===== src/rtl/mult_fub_pkg.sv =====
// Shared definitions for the multiplier functional-unit buffer: widths, entry type and
// the branch-stack one-hot helper.
package sys_defs;

    localparam int DATA_W    = 64;
    localparam int PREG_W    = 6;
    localparam int BMASK_W   = 4;
    localparam int BS_PTR_W  = 2;
    localparam int FUB_DEPTH = 4;

    typedef logic [DATA_W-1:0]             DATA;
    typedef logic [PREG_W-1:0]             PHYS_REG;
    typedef logic [BMASK_W-1:0]            B_MASK;
    typedef logic [BS_PTR_W-1:0]           BS_PTR;
    typedef logic [$clog2(FUB_DEPTH)-1:0]  FUB_PTR;

    typedef struct packed {
        logic    valid;
        DATA     result;
        PHYS_REG tagDest;
        B_MASK   bmask;
    } FUB_ENTRY;

    function automatic B_MASK bs_onehot(input BS_PTR p);
        return B_MASK'(1) << p;
    endfunction

endpackage


===== src/rtl/mult_fub_if.sv =====
// Multiplier-to-FUB and FUB-to-CDB signal bundle; master is the multiplier/CDB side,
// slave is the buffer.
interface mult_fub_if;
    import sys_defs::*;

    logic    mult_done;
    DATA     mult_result;
    PHYS_REG mult_tagDest;
    B_MASK   mult_bmask;
    logic    fub_mult_busy;
    logic    cdb_grant;
    logic    fub_valid;
    DATA     fub_result;
    PHYS_REG fub_tagDest;
    B_MASK   fub_bmask;

    modport master (
        output mult_done, mult_result, mult_tagDest, mult_bmask, cdb_grant,
        input  fub_mult_busy, fub_valid, fub_result, fub_tagDest, fub_bmask
    );

    modport slave (
        input  mult_done, mult_result, mult_tagDest, mult_bmask, cdb_grant,
        output fub_mult_busy, fub_valid, fub_result, fub_tagDest, fub_bmask
    );

endinterface


===== src/rtl/mult_fub_bmask_update.sv =====
// Applies a branch resolution to one entry: a mispredict squashes entries that depend on
// the resolved slot, and any resolution clears that slot's bit.
module fub_bmask_update
    import sys_defs::*;
(
    input  FUB_ENTRY entry_i,
    input  logic     br_branch_resolved_i,
    input  logic     br_pred_wrong_i,
    input  BS_PTR    br_bs_ptr_i,
    output FUB_ENTRY entry_o
);

    B_MASK sel;

    always_comb begin
        sel     = bs_onehot(br_bs_ptr_i);
        entry_o = entry_i;
        if (br_branch_resolved_i && ((entry_i.bmask & sel) != '0)) begin
            entry_o.bmask = entry_i.bmask & ~sel;
            if (br_pred_wrong_i) begin
                entry_o.valid = 1'b0;
            end
        end
    end

endmodule


===== src/rtl/mult_fub.sv =====
// Circular result buffer between the multiplier and the CDB, with branch squash support.
// Optional same-cycle bypass of an empty buffer is enabled by defining FUB_BYPASS_EN.
module mult_fub
    import sys_defs::*;
#(
    parameter int FUB_DEPTH = sys_defs::FUB_DEPTH
) (
    input  logic      clk,
    input  logic      reset,
    input  logic      br_pred_wrong,
    input  logic      br_branch_resolved,
    input  BS_PTR     br_bs_ptr,
    mult_fub_if.slave bus
);

    localparam int PTR_W = $clog2(FUB_DEPTH);
    localparam int CNT_W = PTR_W + 1;
    localparam logic [CNT_W-1:0] FULL = CNT_W'(FUB_DEPTH);

    FUB_ENTRY         mem_q   [FUB_DEPTH];
    FUB_ENTRY         mem_d   [FUB_DEPTH];
    FUB_ENTRY         mem_upd [FUB_DEPTH];
    logic [PTR_W-1:0] head_q, head_d;
    logic [PTR_W-1:0] tail_q, tail_d;
    logic [CNT_W-1:0] count_q, count_d;
    FUB_ENTRY         push_raw, push_upd, head_ent;
    logic             push_req, stored_vld, do_pop, do_retire, deq, wr_en;
`ifdef FUB_BYPASS_EN
    logic             byp_vld, byp_taken;
`endif

    // Busy depends only on registered occupancy so the multiplier never sees a grant path.
    assign bus.fub_mult_busy = (count_q == FULL);
    assign push_req          = bus.mult_done & ~bus.fub_mult_busy;

    for (genvar i = 0; i < FUB_DEPTH; i++) begin : g_upd
        fub_bmask_update u_upd (
            .entry_i              (mem_q[i]),
            .br_branch_resolved_i (br_branch_resolved),
            .br_pred_wrong_i      (br_pred_wrong),
            .br_bs_ptr_i          (br_bs_ptr),
            .entry_o              (mem_upd[i])
        );
    end

    fub_bmask_update u_push_upd (
        .entry_i              (push_raw),
        .br_branch_resolved_i (br_branch_resolved),
        .br_pred_wrong_i      (br_pred_wrong),
        .br_bs_ptr_i          (br_bs_ptr),
        .entry_o              (push_upd)
    );

    always_comb begin
        push_raw   = '{valid: 1'b1, result: bus.mult_result,
                       tagDest: bus.mult_tagDest, bmask: bus.mult_bmask};
        head_ent   = mem_q[head_q];
        stored_vld = (count_q != '0) && head_ent.valid;
        do_pop     = stored_vld && bus.cdb_grant;
        do_retire  = (count_q != '0) && !head_ent.valid;
        deq        = do_pop || do_retire;
`ifdef FUB_BYPASS_EN
        byp_vld    = (count_q == '0) && push_req && push_upd.valid;
        byp_taken  = byp_vld && bus.cdb_grant;
        wr_en      = push_req && push_upd.valid && !byp_taken;
`else
        wr_en      = push_req && push_upd.valid;
`endif

        bus.fub_valid   = stored_vld;
        bus.fub_result  = '0;
        bus.fub_tagDest = '0;
        bus.fub_bmask   = '0;
        if (stored_vld) begin
            bus.fub_result  = head_ent.result;
            bus.fub_tagDest = head_ent.tagDest;
            bus.fub_bmask   = head_ent.bmask;
        end
`ifdef FUB_BYPASS_EN
        else if (byp_vld) begin
            bus.fub_valid   = 1'b1;
            bus.fub_result  = push_raw.result;
            bus.fub_tagDest = push_raw.tagDest;
            bus.fub_bmask   = push_raw.bmask;
        end
`endif

        // Full-with-pop refuses the push, so tail never collides with a live head slot.
        mem_d = mem_upd;
        if (deq) begin
            mem_d[head_q].valid = 1'b0;
        end
        if (wr_en) begin
            mem_d[tail_q] = push_upd;
        end
        head_d  = deq   ? head_q + PTR_W'(1) : head_q;
        tail_d  = wr_en ? tail_q + PTR_W'(1) : tail_q;
        count_d = count_q + CNT_W'(wr_en) - CNT_W'(deq);
    end

    always_ff @(posedge clk or posedge reset) begin
        if (reset) begin
            head_q  <= '0;
            tail_q  <= '0;
            count_q <= '0;
            for (int i = 0; i < FUB_DEPTH; i++) begin
                mem_q[i] <= '0;
            end
        end else begin
            head_q  <= head_d;
            tail_q  <= tail_d;
            count_q <= count_d;
            for (int i = 0; i < FUB_DEPTH; i++) begin
                mem_q[i] <= mem_d[i];
            end
        end
    end

endmodule


===== src/flat_wrapper.sv =====
// flat-port wrapper written by rule: the top's interface ports become plain ports
module mult_fub_flat import sys_defs::*;
#(
    parameter int FUB_DEPTH = sys_defs::FUB_DEPTH
)
  (clk, reset, br_pred_wrong, br_branch_resolved, br_bs_ptr, bus_mult_done, bus_mult_result, bus_mult_tagDest, bus_mult_bmask, bus_cdb_grant, bus_fub_mult_busy, bus_fub_valid, bus_fub_result, bus_fub_tagDest, bus_fub_bmask);
  mult_fub_if bus_i ();
  input  logic clk;
  input  logic reset;
  input  logic br_pred_wrong;
  input  logic br_branch_resolved;
  input  BS_PTR br_bs_ptr;
  input wire logic [$bits(bus_i.mult_done)-1:0] bus_mult_done;
  input wire logic [$bits(bus_i.mult_result)-1:0] bus_mult_result;
  input wire logic [$bits(bus_i.mult_tagDest)-1:0] bus_mult_tagDest;
  input wire logic [$bits(bus_i.mult_bmask)-1:0] bus_mult_bmask;
  input wire logic [$bits(bus_i.cdb_grant)-1:0] bus_cdb_grant;
  output wire logic [$bits(bus_i.fub_mult_busy)-1:0] bus_fub_mult_busy;
  output wire logic [$bits(bus_i.fub_valid)-1:0] bus_fub_valid;
  output wire logic [$bits(bus_i.fub_result)-1:0] bus_fub_result;
  output wire logic [$bits(bus_i.fub_tagDest)-1:0] bus_fub_tagDest;
  output wire logic [$bits(bus_i.fub_bmask)-1:0] bus_fub_bmask;
  assign bus_i.mult_done = bus_mult_done;
  assign bus_i.mult_result = bus_mult_result;
  assign bus_i.mult_tagDest = bus_mult_tagDest;
  assign bus_i.mult_bmask = bus_mult_bmask;
  assign bus_i.cdb_grant = bus_cdb_grant;
  assign bus_fub_mult_busy = bus_i.fub_mult_busy;
  assign bus_fub_valid = bus_i.fub_valid;
  assign bus_fub_result = bus_i.fub_result;
  assign bus_fub_tagDest = bus_i.fub_tagDest;
  assign bus_fub_bmask = bus_i.fub_bmask;
  mult_fub #(.FUB_DEPTH(FUB_DEPTH)) u_core (.clk(clk), .reset(reset), .br_pred_wrong(br_pred_wrong), .br_branch_resolved(br_branch_resolved), .br_bs_ptr(br_bs_ptr), .bus(bus_i));
endmodule

===== config.mk =====
export PLATFORM = sky130hd
export DESIGN_NAME = mult_fub_flat
export DESIGN_NICKNAME = d
export VERILOG_FILES = /design/src/rtl/mult_fub_pkg.sv /design/src/rtl/mult_fub_if.sv /design/src/rtl/mult_fub_bmask_update.sv /design/src/rtl/mult_fub.sv /design/src/flat_wrapper.sv
export SDC_FILE = /design/constraint.sdc
export NUM_CORES = 1
export LEC_CHECK = 0
export ABC_AREA = 1
export BUFFER_PORTS_ARGS = -buffer_cell sky130_fd_sc_hd__buf_2
export CAP_MARGIN = 20
export CORE_ASPECT_RATIO = 0.5
export CORE_MARGIN = 1.5
export CORE_UTILIZATION = 38
export CTS_CLUSTER_SIZE = 24
export DETAILED_ROUTE_END_ITERATION = 6
export PLACE_DENSITY_LB_ADDON = 0.15
export SYNTH_ARGS = -nofsm -noshare
export SYNTH_HDL_FRONTEND = slang
export SYNTH_SLANG_ARGS = --single-unit

===== constraint.sdc =====
create_clock -name clk -period 10.4 [get_ports clk]
set_input_delay 1.56 -clock clk [delete_from_list [all_inputs] [get_ports clk]]
set_output_delay 1.56 -clock clk [all_outputs]
set_load 0.01 [all_outputs]

==> flow_summary.yaml, run 1 <==
synth:
  netlist.area_leader.share_pct: 52.6
  muxShareOfSynthArea_pct: 0
  synth_top_family_by_area: "compound AO/OA/AOI/OAI gates"
  ys_seq_area_share_pct: 52.6
  yosys-top-cells-area: "dfrtp_1 (53%), o21ai_0 (13%), nand2_1 (8.6%)"
  syn_nets: 1849
  synthAdderAreaFrac_pct: 0.993
  synth-xor-area-share_pct: 0.240
  synth_area_um2: 14600
  yosysUniqueCellTypes: 28
  avgSynthCellArea_um2: 8.32
  synth_compound_gate_area_share_pct: 19.7
  synth_cells: 1756
  ys.warnings.count: 0
  ys_ff_latch: 307
  synthSimpleGateAreaFrac_pct: 17.5
  yosysTopAreaCell: "dfrtp_1"
worst_hold_path:
  min_path_type: "flop to flop"
clocking:
  cts_inserted_buffers: 31
  hold_buffers: 0
  clock_path_buffers: 3
  clock_sinks: 307
  h-tree-depth: 1
  cts_tree: "yes"
  cts.clk_slew.worst_paths_ns: 0.06
  cts_setup_buffers: 0
  clock-root-buffer: "clkbuf_16"
  clock_latency_ns: 0.57
  ctsResizeCount: 0
place:
  dp_cells: 2319
  post-place-ws_ns: 5.34
  place_congestion: 0.761
  io_buffers: 157
  placedInstanceArea_um2: 15300
  dpl.hpwl_um: 20700
sta:
  drv_slew: 0
  hold_viol: 0
  fmax_ghz: 0.180
  setup_tns_ns: 0
  finalSetupViolCount: 0
  tightest_slew_ns: 1.11
  period_minus_slack_ns: 5.56
  post-route-period-util_pct: 53.4
  max-slew-margin-rel_pct: 26.0
  fin_worst_skew_ns: 0.0121
  whs_ns: 0.477
  worst_slack_ns: 4.84
  rsz0062_at_grt: "no"
worst_setup_path:
  critPathArrivalTime_ns: 4.00
  worstSetupPathType: "flop to primary output"
  worst_setup_path_end_kind: "primary output"
  worstSetupStartpointType: "flop"
  worstPathCellList: "inv_6 -> buf_16 -> nand2_1 -> nand2_1 -> nand2_1 -> o21ai_0 -> nand2_4 -> inv_1 -> nand2_1 -> a21oi_1 -> buf_2"
  slowest_stage: "dfrtp_4"
  crit_required_ns: 8.84
  cpMostUsedCell: "nand2_1"
  max_stage_delay_ns: 1.12
  crit_path_max_fanout: 99
floorplanning:
  rows: 50
  die_y_um: 142
  io_pins: 158
  core_area_um2: 37700
  start_util_pct: 38.8
  chipWidth_um: 280
  die_area_um2: 39700
final_layout:
  mostFrequentLayoutCell: "o21ai_0"
  final_util_pct: 43.4
  drive_gt1_share_pct: 14.3
  final_area_um2: 16300
  final_cell_mix: "o21ai_0 (380), nand2_1 (335), dfrtp_1 (305), nor2_1 (284), buf_2 (157)"
  area_growth_pct: 11.8
  final_net_count: 1927
  fin_cells: 2380
global_routing:
  grt_max_degree: 148
  grt_pass1_vias: 11191
  antenna_found_initial: 1
  track_usage_pct: 18.8
  grt_overflow_total: 0
  grt_pass1_wl_um: 60300
route:
  vias: 11587
  drc: 0
  drt-pass1-iter-count: 6
  drtIter0Drc: 952
  wl_um: 36800
  viasPerCell: 4.87
  wire_per_inst_um: 15.4
  ant_nets: 0
pwr:
  power_per_cell_area_nw_per_um2: 327
  ir_worst_vdd_uv: 167
  leakagePower_nw: 7.96
  power.total_mw: 5.35
status:
  outcome: "finished clean"
job:
  cap_viol_max_count: 0
[final cells by class]
class / count / area, µm²
Inverter: 110 / 425
Timing Repair Buffer: 169 / 916
Clock buffer: 47 / 896
Clock inverter: 11 / 136
Tap cell: 520 / 651
Antenna cell: 1 / 2.50
Sequential cell: 307 / 7690
Fill cell: 3993 / 21300
Multi-Input combinational cell: 1215 / 5630
[worst paths after layout]
| path | start | end | slack [ns] | depth (start not counted) |
|---|---|---|---|---|
| worst max-delay path | u_core.head_q[0] | bus_fub_bmask[0] | 4.84 | 11 |
| worst min-delay path | u_core.mem_q[203] | u_core.mem_q[203] | 0.48 | 2 |
| worst max register to register | u_core.head_q[0] | u_core.count_q[2] | 6.65 | 13 |
| worst min register to register | u_core.mem_q[203] | u_core.mem_q[203] | 0.48 | 2 |
| max in group asynchronous | reset | u_core.head_q[0] | 7.88 | 3 |
| min in group asynchronous | reset | u_core.mem_q[170] | 1.07 | 2 |
[where the power goes]
group          leakage, nW  internal (mW)  switching, mW
clock network        0.508          0.667          0.480
logic                 3.58          0.747           1.39
registers             3.86           1.74          0.321
total                 7.96           3.15           2.19
[metal layers]
layer	global-route usage (%)	vias up	wire (µm)
li1	-	5848	-
met1	26.6	5554	18100
met2	31.3	145	17000
met3	2.54	40	1090
met4	3.30	0	552
met5	0	-	0
[sequential cells by signal (all words and copies together) (netlist names)]
signal and count:
u_core.mem_q 300, u_core.count_q 3, u_core.head_q 2, u_core.tail_q 2
[synth_stat cells]
cell type / count
nand2_4: 1
o21ai_1: 43
buf_2: 5
buf_4: 12
ha_1: 10
inv_2: 2
dfrtp_1: 307
clkbuf_2: 2
buf_6: 30
nand3_1: 19
nand2_1: 336
nor2_4: 2
xor2_1: 2
o21ai_2: 31
fa_1: 1
nor2_1: 284
nor3_1: 2
clkbuf_1: 48
o21ai_0: 380
inv_1: 108
buf_8: 5
buf_12: 6
buf_1: 16
a21boi_0: 6
nand3_4: 5
xnor2_1: 2
a21oi_1: 90
nand2_2: 1
[worst max-delay path, delay by kind of cell (launching register included)]
family	cells	cell delay (ns)
AOI/OAI and AO/OA	2	0.20
buffers and inverters	4	1.00
DFF	1	1.12
and+or+nand+nor	5	1.02
[logic make-up (layout without fill, tap and decap cells)]
kind of cell	after synthesis	count (layout)
xor+xnor	4	4
other cells	0	1
buf+inv	234	337
fa+ha+maj	11	11
flops	307	307
simple gates	650	650
compound gates	550	550
Power figures use the tool's default switching activity.
==> run 2, diff against run 1 <==
==> constraint.sdc (replaced) <==
create_clock -name clk -period 5.19 [get_ports clk]
set_input_delay 0.7785 -clock clk [delete_from_list [all_inputs] [get_ports clk]]
set_output_delay 0.7785 -clock clk [all_outputs]
set_load 0.01 [all_outputs]
==> run 2 against run 1 <==
Effect of this change: flip-flop and latch count unchanged; sequential power up 99%; power up 99%; die area stayed put.
==> flow_summary.yaml, run 2 (synthesis gave the netlist of run 1 again) <==
final_layout:
  nFillCells: 3994
  area_growth_pct: 11.9
  top_register: "u_core.mem_q"
  fin_cells: 2383
  mostFrequentLayoutCell: "o21ai_0"
  drive_gt1_share_pct: 14.6
  final_cell_mix: "o21ai_0 (380), nand2_1 (335), dfrtp_1 (305), nor2_1 (284), buf_2 (157)"
  largest_reg_flops: 300
  top_regs: "u_core.mem_q x300, u_core.count_q x3"
  final_net_count: 1933
  final_area_um2: 16400
clocking:
  clock-root-buffer: "clkbuf_16"
  cts_setup_buffers: 0
  hold_buffers: 0
  cts_inserted_buffers: 29
  clock_sinks: 307
  h-tree-depth: 1
  clock_latency_ns: 0.56
  cts_tree: "yes"
  cts.clk_slew.worst_paths_ns: 0.07
  clock_path_buffers: 3
  ctsResizeCount: 0
floorplanning:
  start_util_pct: 38.8
  die_y_um: 142
  io_pins: 158
  die_area_um2: 39700
  core_area_um2: 37700
  chipWidth_um: 280
  rows: 50
pwr:
  ir_worst_vdd_uv: 364
  leakagePower_nw: 7.98
  internal_power_mw: 6.26
  power_per_cell_area_nw_per_um2: 651
  p_clk_share_pct: 20.4
  power.total_mw: 10.7
  p_switching_mw: 4.39
  p_sw_share_pct: 41.2
  power_frac_comb_pct: 41.1
  seq_power_share_pct: 38.5
worst_setup_path:
  critPathArrivalTime_ns: 2.94
  worstSetupPathType: "flop to primary output"
  crit_required_ns: 4.41
  reg2reg_to: "u_core.count_q[2]"
  r2r_cells: 11
  crit_path_max_fanout: 41
  r2r_slack_ns: 2.37
  worst_setup_path_end_kind: "primary output"
  worstReg2RegStart: "u_core.head_q[0]"
  worstSetupStartpointType: "flop"
route:
  drt-pass1-iter-count: 5
  ant_nets: 0
  drtIter0Drc: 860
  wl_um: 37300
  viasPerCell: 4.90
  drc: 0
  wire_per_inst_um: 15.7
  vias: 11688
sta:
  hold_viol: 0
  post-route-period-util_pct: 71.7
  fmax_ghz: 0.269
  worst_slack_ns: 1.47
  drv_slew: 0
  fin_worst_skew_ns: 0.0133
  finalSetupViolCount: 0
  max-slew-margin-rel_pct: 34.3
  period_minus_slack_ns: 3.72
  rsz0062_at_grt: "no"
  tightest_slew_ns: 0.986
  setup_tns_ns: 0
place:
  dpl.hpwl_um: 21700
  post-place-ws_ns: 1.97
  place_congestion: 0.802
  io_buffers: 157
  placedInstanceArea_um2: 15400
  dp_cells: 2328
job:
  cap_viol_max_count: 0
global_routing:
  grt_max_degree: 106
  grt_overflow_total: 0
  use_met3_pct: 2.93
  track_usage_pct: 19.2
  use_met2_pct: 31.9
  top_usage_layer: "met2"
  grt_pass1_vias: 11313
  antenna_found_initial: 2
  grt_pass1_wl_um: 61300
  use_met1_pct: 26.9
status:
  outcome: "finished clean"
worst_hold_path:
  min_path_type: "input port to async pin"
[run 2: changes by cell type in the layout (fill, tap and decap cells not counted), sizes merged]
cell,previous run,this run
inv,111,108
diode,1,2
buf,169,177
clkinv,6,11
clkbuf,47,39
[run 2: how the worst max path moves through the flow]
stage | startpoint | endpoint | slack (ns) | depth (start not counted)
after floorplan | reset | u_core.count_q[0] | 0.33 | 1
after global placement | u_core.head_q[0] | bus_fub_result[63] | 2.03 | 6
after detailed placement | u_core.head_q[0] | bus_fub_result[63] | 1.97 | 6
after CTS | u_core.head_q[0] | bus_fub_result[63] | 1.36 | 6
after global routing | u_core.head_q[0] | bus_fub_result[63] | 1.12 | 6
final | u_core.head_q[0] | bus_fub_result[63] | 1.47 | 6
[run 2: worst max-delay path: stages, from the launching register on]
cell and delay (ns):
dfrtp_4 0.70, o21ai_0 0.15, o21ai_0 0.36, nand2_4 0.41
buf_12 0.34, a21oi_1 0.22, buf_2 0.17
[run 2: area by class of cell]
class	count	area [µm²]	area share (%)
clock buffers	39	813	4.97
multi-input cells	1215	5630	34.4
diodes	2	5.00	0.0306
repair buffers	177	1010	6.18
clock inverters	13	140	0.856
well taps	520	651	3.98
flip-flops and latches	307	7690	47.0
inverters	110	420	2.57
[run 2: metal layers]
metal / routed length, µm / vias up
met1: 18000 / 5613
met2: 17400 / 173
met3: 1430 / 34
met5: 0 / -
li1: - / 5868
met4: 484 / 0
[run 2: power groups by stage]
| stage | registers [mW] | logic (mW) | clock network [mW] |
|---|---|---|---|
| floorplan | 3.93 | 3.39 | 0 |
| global placement | 4.11 | 4.41 | 0 |
| detailed placement | 4.13 | 4.45 | 0 |
| CTS | 4.10 | 4.47 | 2.24 |
| global route | 4.25 | 5.06 | 2.35 |
| finish | 4.10 | 4.38 | 2.17 |
[run 2: per-stage QoR]
step                util, %  hold slack, ns
global route           43.4           0.364
finish                 43.4           0.327
detailed placement     40.8           0.468
CTS                    43.4           0.319
global placement       40.8           0.460
floorplan                 -           0.448
